File: config.mk
export PLATFORM = sky130hd
export DESIGN_NAME = alu_rf
export DESIGN_NICKNAME = d
export VERILOG_FILES = /design/src/rtl/alu_rf.sv
export SDC_FILE = /design/constraint.sdc
export NUM_CORES = 2
export LEC_CHECK = 0
export CORE_ASPECT_RATIO = 0.9
export CORE_MARGIN = 4
export CORE_UTILIZATION = 47
export CTS_CLUSTER_SIZE = 14
export DETAILED_ROUTE_END_ITERATION = 10
export DONT_BUFFER_PORTS = 1
export GPL_ROUTABILITY_DRIVEN = 0
export PLACE_DENSITY = 0.72
export SYNTH_ARGS = -nofsm -noshare
export SYNTH_HDL_FRONTEND = slang
export SYNTH_SLANG_ARGS = --single-unit
File: constraint.sdc
create_clock -name CLK -period 41.1 [get_ports CLK]
set_input_delay 4.11 -clock CLK [delete_from_list [all_inputs] [get_ports CLK]]
set_output_delay 4.11 -clock CLK [all_outputs]
set_load 0.1 [all_outputs]
File: src/rtl/alu_rf.sv
// rtl/alu_rf.sv - RV32I datapath core: 32x32 register file plus combinational ALU
//
// Purpose:
//   Register file (two combinational read ports, one synchronous write port)
//   for the ID/WB stages, and a 32-bit combinational ALU for the EX stage.
//   The two halves share only CLK/RST.
//
// Ports:
//   CLK     in   1   clock; register writes on rising edge
//   RST     in   1   asynchronous active-high reset; clears all registers
//   RNUM1   in   5   read port 1 index
//   RDATA1  out  32  read port 1 data (x0 reads 0)
//   RNUM2   in   5   read port 2 index
//   RDATA2  out  32  read port 2 data (x0 reads 0)
//   WNUM    in   5   write index; 0 disables the write
//   WDATA   in   32  write data
//   A       in   32  ALU operand 1
//   B       in   32  ALU operand 2; B[4:0] is the shift amount
//   C       in   5   ALU operation code
//   Y       out  32  ALU result

module alu_rf (
  input  logic        CLK,
  input  logic        RST,
  input  logic [4:0]  RNUM1,
  output logic [31:0] RDATA1,
  input  logic [4:0]  RNUM2,
  output logic [31:0] RDATA2,
  input  logic [4:0]  WNUM,
  input  logic [31:0] WDATA,
  input  logic [31:0] A,
  input  logic [31:0] B,
  input  logic [4:0]  C,
  output logic [31:0] Y
);

  localparam logic [4:0] IADD   = 5'd0;
  localparam logic [4:0] ISUB   = 5'd1;
  localparam logic [4:0] IAND   = 5'd2;
  localparam logic [4:0] IOR    = 5'd3;
  localparam logic [4:0] IXOR   = 5'd4;
  localparam logic [4:0] ISLL   = 5'd5;
  localparam logic [4:0] ISRL   = 5'd6;
  localparam logic [4:0] ISRA   = 5'd7;
  localparam logic [4:0] ISLT   = 5'd8;
  localparam logic [4:0] ISLTU  = 5'd9;
  localparam logic [4:0] IPASSB = 5'd10;
  localparam logic [4:0] IEQ    = 5'd11;
  localparam logic [4:0] INE    = 5'd12;
  localparam logic [4:0] IGE    = 5'd13;
  localparam logic [4:0] IGEU   = 5'd14;

  // ---------------------------------------------------------------------
  // Register file
  // ---------------------------------------------------------------------
  // Entry 0 exists only to keep indexing simple; it is reset and never
  // written, and reads of index 0 are forced to zero regardless.
  logic [31:0] r_regs [0:31];

  always_ff @(posedge CLK or posedge RST) begin
    if (RST) begin
      for (int i = 0; i < 32; i++) begin
        r_regs[i] <= '0;
      end
    end else if (WNUM != 5'd0) begin
      r_regs[WNUM] <= WDATA;
    end
  end

  // No write-to-read bypass: reads see the stored value until the edge.
  assign RDATA1 = (RNUM1 == 5'd0) ? 32'd0 : r_regs[RNUM1];
  assign RDATA2 = (RNUM2 == 5'd0) ? 32'd0 : r_regs[RNUM2];

  // ---------------------------------------------------------------------
  // ALU
  // ---------------------------------------------------------------------
  logic [4:0]  w_shamt;
  logic        w_lt_s;
  logic        w_lt_u;
  logic        w_eq;

  assign w_shamt = B[4:0];
  assign w_lt_s  = $signed(A) < $signed(B);
  assign w_lt_u  = A < B;
  assign w_eq    = (A == B);

  always_comb begin
    Y = 32'd0;
    case (C)
      IADD:   Y = A + B;
      ISUB:   Y = A - B;
      IAND:   Y = A & B;
      IOR:    Y = A | B;
      IXOR:   Y = A ^ B;
      ISLL:   Y = A << w_shamt;
      ISRL:   Y = A >> w_shamt;
      ISRA:   Y = $unsigned($signed(A) >>> w_shamt);
      ISLT:   Y = {31'd0, w_lt_s};
      ISLTU:  Y = {31'd0, w_lt_u};
      IPASSB: Y = B;
      IEQ:    Y = {31'd0, w_eq};
      INE:    Y = {31'd0, ~w_eq};
      IGE:    Y = {31'd0, ~w_lt_s};
      IGEU:   Y = {31'd0, ~w_lt_u};
      default: Y = 32'd0;
    endcase
  end

endmodule

======== Word level (Yosys, flattened, before mapping) ========
Index checks and enable logic that the tools add are counted.
operators by class
  muxes and demuxes ....................... 12
  $add $sub $neg .......................... 2
  shift-type cells ........................ 3
  order comparisons ....................... 6
  reductions and logical operators ........ 5
  bitwise operators ....................... 9
  equality and inequality tests ........... 15
operators by type and width
  kind                                                  number
  bitwise mux 1024 bit                                  1
  case mux 32 bit (15 select lines)                     1
  binary-select mux 32 bit (select 5 bit)               2
  two-way mux 32 bit                                    7
  demux 32 bit (select 5 bit)                           1
  < comparator 32 bit                                   2
  equality test 5 x 4 -> 1 bit (second input constant)  7
  adder 32 bit                                          1
  bitwise AND 32 bit                                    1
  equality test 32 bit                                  1
  OR 32 bit                                             1
  left shift 32 x 5 -> 32 bit                           1
  >> shifter 32 x 5 -> 32 bit                           1
  >>> shifter 32 x 5 -> 32 bit                          1
  subtractor 32 bit                                     1
  bitwise XOR 32 bit                                    1
  equality test 5 x 3 -> 1 bit (second input constant)  4
  >= comparator 6 bit (second input constant)           3
  NOT 5 -> 6 bit                                        3
  zero test 5 bit                                       3
  equality test 5 x 2 -> 1 bit (second input constant)  2
  < comparator 6 x 1 -> 1 bit (second input constant)   1
  equality test 5 x 1 -> 1 bit (second input constant)  1
  nonzero test 5 bit                                    1
  2 further kinds                                       4
storage, ports and cells
  register bits ........................... 1024
  output and inout bits ................... 96
  input bits .............................. 118

======== Longest topological paths before layout ========
  word-level depth ........................ 6
  gate-level depth with buffers ........... 17
  mapped depth without buffers ............ 14

======== Worst setup path before layout ========
OpenSTA, ideal clock, no wires.
  kind .................................... input-to-output
  start ................................... in B[2]
  end ..................................... out Y[17]
  arrival ................................. 9727 ps
  slack ................................... 27263 ps
  path buffers ............................ 5
  cell stages on the path ................. 17
  path through ............................ clkbuf_1 inv_1 buf_1 buf_1 clkbuf_1 ha_1 clkbuf_1 nor3_1 a211o_1 a211oi_1 o31ai_1 a21boi_0 o31a_1 o311ai_0 o21ai_0 xnor2_1 o21ai_0
on the way
  word-level cells in the longest chain between the ends .. 2
  elaborated cells on any way between the ends .. 6
ends and longest elaborated chain
  item                                       RTL line  text
  start, declared                            32        input logic [31:0] B,
  subtractor 32 bit (tied with other cells)  91        ISUB: Y = A - B;
  case mux 32 bit (15 select lines) *        89        case (C)
  end, declared                              34        output logic [31:0] Y
Mark *: on every way between the ends. The rest lies on a longest branch, timed or not.

======== Worst setup path after layout ========
  start ................................... in B[4]
  end ..................................... out Y[31]
The elaborated chain is that of the path after synthesis.

==> results_dict.tcl <==
set metrics [dict create \
    worstHoldPathCells 0 \
    fin_setup_tns_ns 0 \
    cap_violations 0 \
    synth_edf_count 0 \
    p_leak_nw 27.6 \
    nFillCells 10800 \
    path_clk_slew_ns 0.06 \
    drcViolationCount 0 \
    drt_iter0_markers 5319 \
    cpPeakStageDelay_ns 0.84 \
    die_x_um 393 \
    power_mw 3.32 \
    final_common_cell "dfrtp_1" \
    worstSetupPathType "primary input to output pin" \
    rows 126 \
    cp_slowest_cell "o21ai_2" \
    final-setup-viol-count 0 \
    syn_to_final_growth_pct 7.90 \
    clock_latency_ns 0.67 \
    regToRegSetupSlack_ns 40.29 \
    grt_max_degree 258 \
    hold_viol 0 \
    grt.overflow.total 0 \
    arrival_ns 8.90 \
    powerDensity_nw_per_um2 49.1 \
    regMostFlops "r_regs" \
    outcome "finished, violations left" \
    worst_pin_slew_ns 1.51 \
    crit_buf_inv 1 \
    fp.coreArea_um2 132000 \
    yosysTopAreaCellShare 0.409 \
    slew_headroom -0.00674 \
    skew_ns 0 \
    ys_ff_latch 1024 \
    root_buffer "clkbuf_16" \
    num-nets-final 4522 \
    initial_core_util 0.475 \
    placed_area_um2 64000 \
    die_area_um2 139000 \
    syn_area_um2 62600 \
    path_cells "clkinv_1 -> ha_1 -> o211ai_1 -> o21ai_1 -> o21ai_0 -> o211ai_1 -> o21ai_0 -> o41ai_1 -> a2111oi_0 -> nor3_1 -> xnor2_1 -> o21ai_2" \
    slew_violations 11 \
    rsz0062_at_grt "no" \
    yosysWarnings 0 \
    rr_worst_depth 1 \
    via_count 42800 \
    port_buffers 0 \
    grtUsageTotal 0.269 \
    wl_per_cell_um 31.0 \
    antenna_found_initial 1 \
    cts.sinks 1024 \
    synth_area_leader_cell "dfrtp_1" \
    utilization 0.513 \
    synth_area_leaders "dfrtp_1 41%, mux4_2 24%, mux2_2 18%" \
    largest_reg_flops 1024 \
    hold_end "r_regs[1023]" \
    fmax_mhz 76.8 \
    hold_path_class "flip-flop to flip-flop" \
    wl_mm 189 \
    ctsHoldBuffers 0 \
    pin_count 214 \
    synth_seq_area_share 0.409 \
    cts_tree "built" \
    critPathMaxFanout 47 \
    die_h_um 354 \
    violations "max-slew violations" \
    synth_cells 4621 \
    peakVddDrop_v 0.0000678 \
    reg2reg_from "r_regs[440]" \
    most-common-layout-cells "1024 x dfrtp_1, 1006 x mux2_2, 657 x mux4_2, 175 x nor2_1, 162 x a21oi_1" \
    required_ns 36.99 \
    hold_path_startpoint "r_regs[1023]" \
    layout_min_cycle_time_ns 13.01 \
    hpwl_mm 106 \
    syn_nets 4846 \
    pre_cts_ws_ns 28.37 \
    cts_buffers 103 \
    cp-start-kind "primary input" \
    avgSynthCellArea_um2 13.6 \
    synth_top_flop_cell "dfrtp_1" \
    cts_resized 0 \
    fin_ws_ns 28.09 \
    postSynth.asyncResetShare 1.00 \
    fin_crit_sh 0.317 \
    grt_pass1_vias 43100 \
    reg_top3 "r_regs x1024" \
    post_drt_via_cell_ratio 6.99 \
    path_delay_family "compound AO/OA/AOI/OAI gates" \
    clockBufferDepth 3 \
    critPathCaptureType "output pin" \
    post_cts_buffers 0 \
    h-tree-depth 3 \
    post-route-cell-area_um2 67600 \
    timing.rr.end "r_regs[440]" \
    firstDrtPassIters 9 \
    antenna_left 0 \
    drive_above_1_share 0.467 \
    grt_pass1_wl_mm 283 \
    ys_types 76 \
]
## worst max path at each step
stage / endpoint / depth (start not counted) / slack, ns / startpoint
global placement: Y[31] / 12 / 28.40 / B[4]
floorplan: r_regs[0] / 1 / 8.17 / RST
global route: Y[31] / 12 / 28.04 / B[4]
finish: Y[31] / 12 / 28.09 / B[4]
detailed placement: Y[31] / 12 / 28.37 / B[4]
CTS: Y[31] / 12 / 28.37 / B[4]
## per-stage QoR
stage          hold WS [ns]  std cells
2_1_floorplan         0.441       4621
3_3_place_gp          0.376       5920
3_5_place_dp          0.382       5920
4_1_cts               0.396       6114
5_1_grt               0.406       6114
6_report              0.391       6116
## cell usage after synthesis, types with 104 or more instances
library cell and instances:
a21oi_1 162, buf_1 131, clkbuf_1 353, dfrtp_1 1024, ha_1 105, inv_1 104
mux2_2 1006, mux2i_1 122, mux4_2 657, nand2_1 113, nor2_1 253, o21ai_0 146
## logic make-up after synthesis
logic type / share of synthesized area
buf+inv: 0.0369
fa+ha+maj: 0.0216
simple gates: 0.0385
flops: 0.409
compound gates: 0.0536
mux: 0.437
xor+xnor: 0.00377
## routing by layer
layer	vias up	wire, um	global-route usage
li1	17100	-	-
met1	22700	73900	0.365
met2	2397	87500	0.418
met3	555	18800	0.0650
met4	2	9170	0.110
met5	-	13	0
## power breakdown
group	internal (mW)	switching (mW)
Sequential	1.24	0.163
Combinational	0.484	0.447
Clock	0.577	0.410
## final cells by class
type,count,area [um2],area share
clock inverter,38,523,0.00774
tap,1728,2160,0.0320
timing repair buffer,68,571,0.00844
antenna,2,5.00,0.0000740
clock buffer,156,3050,0.0451
sequential,1024,25600,0.379
multi-input combinational,2993,35200,0.521
inverter,107,409,0.00605
Note: power is estimated with default switching activity, not from simulation.
